File: src/rtl/mem_port_arbiter.sv
// Arbiter that shares one single-ported memory between two bus masters.
// It runs one transaction at a time and returns a single-cycle acknowledge to the winner.
//
//  state  | meaning
//  IDLE   | no transaction; arbitrate pending requests
//  ACCESS | latched address on the memory; writes strobe once, reads wait out RD_LAT
//  DONE   | acknowledge pulse to the owner; memory bus back to idle
module mem_port_arbiter #(
    parameter int AW         = 16,
    parameter int DW         = 16,
    parameter int RD_LAT     = 1,
    parameter int FIXED_PRIO = 0
) (
    input  logic          clock,
    input  logic          reset,
    input  logic          req0,
    input  logic          wr0,
    input  logic [AW-1:0] addr0,
    input  logic [DW-1:0] wdata0,
    output logic          ack0,
    output logic [DW-1:0] rdata0,
    input  logic          req1,
    input  logic          wr1,
    input  logic [AW-1:0] addr1,
    input  logic [DW-1:0] wdata1,
    output logic          ack1,
    output logic [DW-1:0] rdata1,
    output logic [AW-1:0] mem_addr,
    output logic [DW-1:0] mem_dout,
    output logic          mem_w,
    input  logic [DW-1:0] mem_din,
    output logic          busy,
    output logic          owner
);

    typedef enum logic [1:0] {
        IDLE   = 2'd0,
        ACCESS = 2'd1,
        DONE   = 2'd2
    } state_t;

    localparam logic [2:0] LAT_LOAD = 3'(RD_LAT);

    state_t        state;
    state_t        state_next;
    logic [2:0]    lat_cnt;
    logic          owner_q;
    logic          last_q;
    logic          wr_q;
    logic [AW-1:0] addr_q;
    logic [DW-1:0] wdata_q;
    logic [DW-1:0] rdata0_q;
    logic [DW-1:0] rdata1_q;
    logic          grant;
    logic          grant_port;
    logic          lat_done;
    logic          capture;

    // On a tie, round-robin hands the grant to whichever port was not served last.
    always_comb begin
        grant = req0 | req1;
        if (req0 && req1) begin
            grant_port = (FIXED_PRIO != 0) ? 1'b0 : ~last_q;
        end else begin
            grant_port = req1;
        end
    end

    assign lat_done = (lat_cnt == 3'd0);
    assign capture  = (state == ACCESS) && !wr_q && lat_done;

    always_comb begin
        state_next = state;
        mem_addr   = '0;
        mem_dout   = '0;
        mem_w      = 1'b0;
        ack0       = 1'b0;
        ack1       = 1'b0;
        busy       = 1'b0;
        case (state)
            IDLE: begin
                if (grant) begin
                    state_next = ACCESS;
                end
            end
            ACCESS: begin
                busy     = 1'b1;
                mem_addr = addr_q;
                if (wr_q) begin
                    mem_w      = 1'b1;
                    mem_dout   = wdata_q;
                    state_next = DONE;
                end else if (lat_done) begin
                    state_next = DONE;
                end
            end
            DONE: begin
                busy       = 1'b1;
                ack0       = ~owner_q;
                ack1       = owner_q;
                state_next = IDLE;
            end
            default: begin
                state_next = IDLE;
            end
        endcase
    end

    always_ff @(posedge clock) begin
        if (reset) begin
            state    <= IDLE;
            lat_cnt  <= '0;
            owner_q  <= 1'b0;
            last_q   <= 1'b1;
            wr_q     <= 1'b0;
            addr_q   <= '0;
            wdata_q  <= '0;
            rdata0_q <= '0;
            rdata1_q <= '0;
        end else begin
            state <= state_next;
            if (state == IDLE && grant) begin
                owner_q <= grant_port;
                wr_q    <= grant_port ? wr1 : wr0;
                addr_q  <= grant_port ? addr1 : addr0;
                wdata_q <= grant_port ? wdata1 : wdata0;
                lat_cnt <= LAT_LOAD;
            end else if (state == ACCESS && !lat_done) begin
                lat_cnt <= lat_cnt - 3'd1;
            end
            // Only the owner's read-data register ever changes.
            if (capture) begin
                if (owner_q) begin
                    rdata1_q <= mem_din;
                end else begin
                    rdata0_q <= mem_din;
                end
            end
            if (state == DONE) begin
                last_q <= owner_q;
            end
        end
    end

    assign owner  = owner_q;
    assign rdata0 = rdata0_q;
    assign rdata1 = rdata1_q;

endmodule

File: config.mk
export PLATFORM = sky130hd
export DESIGN_NAME = mem_port_arbiter
export DESIGN_NICKNAME = d
export VERILOG_FILES = /design/src/rtl/mem_port_arbiter.sv
export SDC_FILE = /design/constraint.sdc
export NUM_CORES = 1
export LEC_CHECK = 0
export BUFFER_PORTS_ARGS = -buffer_cell sky130_fd_sc_hd__buf_2
export CAP_MARGIN = 0
export CORE_MARGIN = 2
export CORE_UTILIZATION = 45
export CTS_CLUSTER_SIZE = 28
export DETAILED_ROUTE_END_ITERATION = 6
export GPL_TIMING_DRIVEN = 1
export PLACE_DENSITY = 0.78
export SYNTH_ARGS = -nofsm -noshare
export SYNTH_HDL_FRONTEND = slang
export SYNTH_SLANG_ARGS = --single-unit
File: constraint.sdc
create_clock -name clock -period 2.95 [get_ports clock]
set_input_delay 0.1475 -clock clock [delete_from_list [all_inputs] [get_ports clock]]
set_output_delay 0.1475 -clock clock [all_outputs]
set_load 0.01 [all_outputs]
### After elaboration in Yosys (flattened, before gate mapping)

Index checks and enable logic that the tools add are counted.

* bits in latches: 0
* memories: 0
* memory bits (writable): 0
* register bits after elaboration: 72
* memory bits (read-only): 0
* output and inout port bits: 69

* multipliers: 0
* add/sub/neg operators: 1
* bitwise gates (word level): 3
* equality and inequality tests: 4
* divide/modulo/power cells: 0
* mux-type cells: 18
* reduce and logical (&&, ||, !) cells: 15
* shift operators: 0
* magnitude comparators: 0

Operators by type and width (count)
* $mux W16: 5
* $mux W1: 9
* $mux W2: 3
* $reduce_and A2 Y1: 3
* $logic_and A1 B1 Y1: 5
* $pmux W2 S2: 1
* $reduce_or A2 Y1: 2
* $logic_not A3 Y1: 1
* $ne A3 B3 Y1 const B: 1
* $sub A3 B1 Y3 const B: 1
* $eq A2 B1 Y1 const B: 1
* $eq A2 B2 Y1 const B: 1
* $logic_not A1 Y1: 2
* $logic_not A2 Y1: 1
* $ne A2 B2 Y1 const B: 1
* $not A1 Y1: 2
* $reduce_bool A2 Y1: 1
* $or A1 B1 Y1: 1

### Depth between registers and ports, before layout

* word-level depth: 5
* mapped depth: 7
* gate-level depth less buffers: 5

### Worst setup path before layout

OpenSTA, ideal clock, no wires.

* path kind: register to register
* start point: register state[0]
* end point: register addr_q[0]
* path slack: 1.375 ns
* stages on the path, launching flop included: 8
* required time: 2.828 ns
* path buffers: 2
* arrival time: 1.453 ns
* setup time: 0.122 ns
* clock period less this slack: 1.575 ns
* path through: dfxtp_1 > inv_1 > ha_1 > o21a_1 > buf_2 > clkbuf_1 > nor3b_1 > a221o_1

* longest elaborated chain between the ends: 2

RTL lines
* from (decl): RTL line 44 `state_t state;`
* from (signal assigned): RTL line 121 `state <= state_next;`
* $logic_not A2 Y1: RTL line 122 `if (state == IDLE && grant) begin`
* $logic_and A1 B1 Y1: RTL line 122
* to (signal assigned): RTL line 125 `addr_q <= grant_port ? addr1 : addr0;`
* to (decl): RTL line 50 `logic [AW-1:0] addr_q;`

No other way between the ends.
A chain may end at the register's enable or synchronous reset.

### Worst setup path in the final report

* start point: register lat_cnt[0]
* end point: register rdata0_q[1] (netlist: rdata0[1])

* longest elaborated chain between the ends: 3

RTL lines
* from (decl): RTL line 46 `logic [2:0] lat_cnt;`
* from (signal assigned): RTL line 129 `lat_cnt <= lat_cnt - 3'd1;`
* $logic_not A3 Y1: RTL line 69 `assign lat_done = (lat_cnt == 3'd0);`
* $logic_and A1 B1 Y1: RTL line 70 `assign capture = (state == ACCESS) && !wr_q && lat_done;`
* $reduce_and A2 Y1 (no line)
* to (signal assigned): RTL line 136 `rdata0_q <= mem_din;`
* to (decl): RTL line 52 `logic [DW-1:0] rdata0_q;`

No other way between the ends.

==> impl_results.html <==
<table>
<tr><th>Metric</th><th>Value</th></tr>
<tr><th colspan="2">Power and ir drop</th></tr>
<tr><td>Sw Ratio</td><td>0.333</td></tr>
<tr><td>Post-layout total power</td><td>roughly 3.0 mW</td></tr>
<tr><td>Clock network fraction of total power</td><td>0.262</td></tr>
<tr><td>Leakage power total</td><td>2.13 nW</td></tr>
<tr><td>Internal power consumption</td><td>between 1.5 and 2 mW</td></tr>
<tr><td>Cell Pwr Density</td><td>704 mW/mm2</td></tr>
<tr><td>Combinational Power Share</td><td>0.311</td></tr>
<tr><td>Net switching power figure</td><td>roughly 1 mW</td></tr>
<tr><td>Share of total power in sequential cells</td><td>0.427</td></tr>
<tr><td>IR drop worst, VDD</td><td>~330 uV</td></tr>
<tr><th colspan="2">Critical path</th></tr>
<tr><td>Startpoint-to-endpoint class of the critical path</td><td>register to register</td></tr>
<tr><td>CP max stage cell</td><td>or3_1</td></tr>
<tr><td>Type of element capturing the critical path</td><td>register</td></tr>
<tr><td>Peak fanout along the critical path</td><td>16</td></tr>
<tr><td>CP peak stage delay</td><td>about 0.76 ns</td></tr>
<tr><td>Largest delay contributor family on the critical path</td><td>simple AND/OR/NAND/NOR gates</td></tr>
<tr><td>Total buffers and inverters traversed by the critical path</td><td>1</td></tr>
<tr><td>Reg-to-reg setup timing slack</td><td>~0.87 ns</td></tr>
<tr><td>Arrival time at the worst endpoint</td><td>2.30 ns</td></tr>
<tr><td>List of cells traversed by the critical path</td><td>inv_1 -&gt; ha_1 -&gt; nand2b_1 -&gt; or3_1 -&gt; a31o_1</td></tr>
<tr><td>Worst EP required</td><td>about 3.2 ns</td></tr>
<tr><td>Setup crit start kind</td><td>register</td></tr>
<tr><th colspan="2">Synthesis</th></tr>
<tr><td>Area fraction in and, or, nand and nor cells after synthesis</td><td>0.246</td></tr>
<tr><td>Fraction of synthesized cell area in xor and xnor cells</td><td>0</td></tr>
<tr><td>Synthesized area divided by synthesized cell count</td><td>approximately 9.8 um2</td></tr>
<tr><td>Adder and majority cell fraction of the synthesized area</td><td>0.0233</td></tr>
<tr><td>Mux cell area share after synthesis</td><td>0.0869</td></tr>
<tr><td>Gate count of the mapped netlist</td><td>about 330</td></tr>
<tr><td>Post-synthesis cell type with the largest combined area</td><td>dfxtp_1</td></tr>
<tr><td>Dominant combinational cell family by area after synthesis</td><td>simple AND/OR/NAND/NOR gates</td></tr>
<tr><td>#FFs+latches synth</td><td>about 70</td></tr>
<tr><td>Area share of the leading cell type in the synthesized netlist</td><td>0.447</td></tr>
<tr><td>Syn nets</td><td>421</td></tr>
<tr><td>Area fraction in compound gates after synthesis</td><td>0.140</td></tr>
<tr><td>Warning count from the yosys run</td><td>0</td></tr>
<tr><td>Most area-consuming cells after synthesis</td><td>dfxtp_1 (45%), a221o_1 (10%), mux2i_1 (8.7%)</td></tr>
<tr><td>Synthesized cell area</td><td>approximately 0.0032 mm2</td></tr>
<tr><td>Post-synthesis cell type count</td><td>32</td></tr>
<tr><td>Sequential element share of the synthesized area</td><td>0.447</td></tr>
<tr><th colspan="2">Finish</th></tr>
<tr><td>Ant. Diodes</td><td>0</td></tr>
<tr><td>Final design utilization</td><td>0.612</td></tr>
<tr><td>Final non-filler cell area</td><td>about 0.0042 mm2</td></tr>
<tr><td>Share of final-layout standard cells stronger than drive strength 1</td><td>0.376</td></tr>
<tr><td>Commonest non-fill, non-tap cell in the layout</td><td>buf_2</td></tr>
<tr><td>Final nets</td><td>around 560</td></tr>
<tr><td>Layout overhead on the synthesized area</td><td>30.4%</td></tr>
<tr><td>Highest-count cells in the layout ignoring fill and taps</td><td>buf_2 (154), dfxtp_1 (72), nand2_1 (42)</td></tr>
<tr><td>Number of fill cells in the layout</td><td>622</td></tr>
<tr><th colspan="2">STA</th></tr>
<tr><td>Unrepaired setup endpoints after global routing</td><td>false</td></tr>
<tr><td>Fin. max-slew vios</td><td>0</td></tr>
<tr><td>Remaining max-slew budget at the tightest pin</td><td>0.504</td></tr>
<tr><td>Aggregate negative setup slack</td><td>0 ns</td></tr>
<tr><td>Max Clk Rate</td><td>a little under 500 MHz</td></tr>
<tr><td>Worst slew pin tran</td><td>between 0.7 and 0.8 ns</td></tr>
<tr><td>Share of the cycle needed by the critical path after routing</td><td>0.704</td></tr>
<tr><td>Worst Clk Skew</td><td>about 0.007 ns</td></tr>
<tr><td>Time the final worst path needs with I/O delays and setup</td><td>around 2.1 ns</td></tr>
<tr><td>Number of hold violations in the final report</td><td>0</td></tr>
<tr><td>Setup-failing EPs final</td><td>0</td></tr>
<tr><th colspan="2">Die</th></tr>
<tr><td>Number of top-level pins</td><td>~160</td></tr>
<tr><td>Site Rows</td><td>30</td></tr>
<tr><td>Chip Height</td><td>between 80 and 90 um</td></tr>
<tr><td>Total core area</td><td>about 0.007 mm2</td></tr>
<tr><td>Starting density of the core</td><td>0.469</td></tr>
<tr><td>Floorplan die area</td><td>a little under 0.008 mm2</td></tr>
<tr><td>Width of the chip</td><td>slightly below 90 um</td></tr>
<tr><th colspan="2">Placement</th></tr>
<tr><td>Port Buf Inserts</td><td>between 150 and 200</td></tr>
<tr><td>Post-placement cell area</td><td>approximately 0.004 mm2</td></tr>
<tr><td>Detailed-placement wirelength estimate</td><td>between 5000 and 6000 um</td></tr>
<tr><td>Final weighted congestion in routability-driven placement</td><td>around 0.76</td></tr>
<tr><th colspan="2">Global route</th></tr>
<tr><td>Pin count of the biggest net entering global routing</td><td>between 40 and 50</td></tr>
<tr><td>Number of global-route vias before repair</td><td>roughly 2.9k</td></tr>
<tr><td>Total routing usage reported by global routing</td><td>0.209</td></tr>
<tr><td>First-pass GRT wire length</td><td>~13000 um</td></tr>
<tr><td>Antenna violations before repair</td><td>0</td></tr>
<tr><td>Global-route congestion overflow total</td><td>0</td></tr>
<tr><th colspan="2">Clock network</th></tr>
<tr><td>Clock Tree Buf Depth</td><td>2</td></tr>
<tr><td>Clock root buffer master</td><td>clkbuf_8</td></tr>
<tr><td>Clock tree from TritonCTS</td><td>built</td></tr>
<tr><td>Clock-pin slew on the worst setup and hold paths</td><td>~0.08 ns</td></tr>
<tr><td>Hold-fix buffers at CTS</td><td>0</td></tr>
<tr><td>Buffers inserted by post-CTS timing repair</td><td>0</td></tr>
<tr><td>Number of buffers inserted during clock tree synthesis</td><td>9</td></tr>
<tr><td>Clock sink total</td><td>a little over 70</td></tr>
<tr><td>Clock insertion delay at the later pin of the skew report</td><td>between 0.3 and 0.4 ns</td></tr>
<tr><td>Number of gates given a new drive strength after cts</td><td>0</td></tr>
<tr><td>Level count of the clock H-tree</td><td>3</td></tr>
<tr><th colspan="2">Flow run</th></tr>
<tr><td>Max-Cap Viols</td><td>0</td></tr>
<tr><th colspan="2">Routing</th></tr>
<tr><td>First-pass DRT Iterations</td><td>4</td></tr>
<tr><td>Vias after detailed routing</td><td>roughly 3k</td></tr>
<tr><td>Per-cell routed wire length</td><td>between 10 and 15 um</td></tr>
<tr><td>Remaining number of nets flagged by the antenna check after routing</td><td>0</td></tr>
<tr><td>Violation count after the first detailed-route iteration</td><td>90</td></tr>
<tr><td>DRC errors left</td><td>0</td></tr>
<tr><td>Number of vias per cell after detailed routing</td><td>5.27</td></tr>
<tr><td>DRT Wirelength</td><td>~8300 um</td></tr>
<tr><th colspan="2">Hold path</th></tr>
<tr><td>Worst Hold Class</td><td>input pin to register</td></tr>
<tr><th colspan="2">Run status</th></tr>
<tr><td>Status</td><td>finished clean</td></tr>
</table>
[registers in the layout, summed over array words and instances (netlist names)]
register	count
lat_cnt	3
rdata1	16
last_q	1
rdata0	16
state	2
owner	1
addr_q	16
wr_q	1
wdata_q	16
[cells by family (layout without fill, tap and decap cells)]
logic type / after synthesis / after routing
buffers and inverters: 37 / 182
AND/OR/NAND/NOR: 137 / 137
AO/OA/AOI/OAI: 49 / 49
flip-flops: 72 / 72
adder cells (fa/ha/maj): 6 / 6
multiplexers: 28 / 28
[path summary, 6_finish.rpt]
path / from / endpoint / cells past startpoint
setup reg to reg: lat_cnt[0] / rdata0[1] / 5
hold reg to reg: rdata1[13] / rdata1[13] / 2
setup / recovery: lat_cnt[0] / rdata0[1] / 5
hold / removal: addr0[1] / addr_q[1] / 2
[layer usage]
metal  part of all wire  track usage  wire length [um]
met1               0.44        0.244              3640
met5                  0            0                 0
met3              0.075       0.0550               626
met2               0.48        0.372              3960
met4             0.0081       0.0675                67
[cell usage after synthesis (all sizes together)]
cell    count
a31oi       1
a31o        6
and3       17
o221a       1
mux2i      28
nor3        1
ha          6
and4        1
nand3       2
dfxtp      72
and2       18
buf        12
a21o        1
clkbuf     19
nor2b       3
or3         1
a211o       1
o21a        1
inv         6
a311oi      1
a221o      33
nor3b      34
nand2b      8
nand2      42
a21oi       4
or2         1
nor2        3
nor4        6
[worst register-to-register path: cells and delay by family, from the launching register on]
kind,cells,cell delay (ns)
compound gates,1,0.34
simple gates,2,1.02
buf+inv,1,0.12
fa+ha+maj,1,0.20
flops,1,0.31
[layout make-up]
class	instances	area (um2)	share of cell area
Multi-Input combinational cell	220	1610	0.382
Sequential cell	72	1440	0.343
Timing Repair Buffer	160	816	0.194
Clock buffer	11	141	0.0336
Tap cell	96	120	0.0286
Clock inverter	5	56.3	0.0134
Inverter	6	22.5	0.00536
[metrics by stage]
step	setup WS, ns	cells	hold WS [ns]
6_report	0.872	570	0.0353
5_1_grt	0.692	570	0.0225
4_1_cts	0.879	570	0.0168
3_5_place_dp	0.911	554	0.375
3_3_place_gp	1.02	554	0.369
2_1_floorplan	1.38	329	0.286
[power groups by stage]
stage	sequential (mW)	clock, mW	combinational [mW]
global placement	1.27	0	0.900
CTS	1.26	0.797	0.928
floorplan	1.27	0	0.655
detailed placement	1.28	0	0.925
global route	1.29	0.837	1.02
finish	1.26	0.776	0.920
Note: power is estimated with default switching activity, not from simulation.
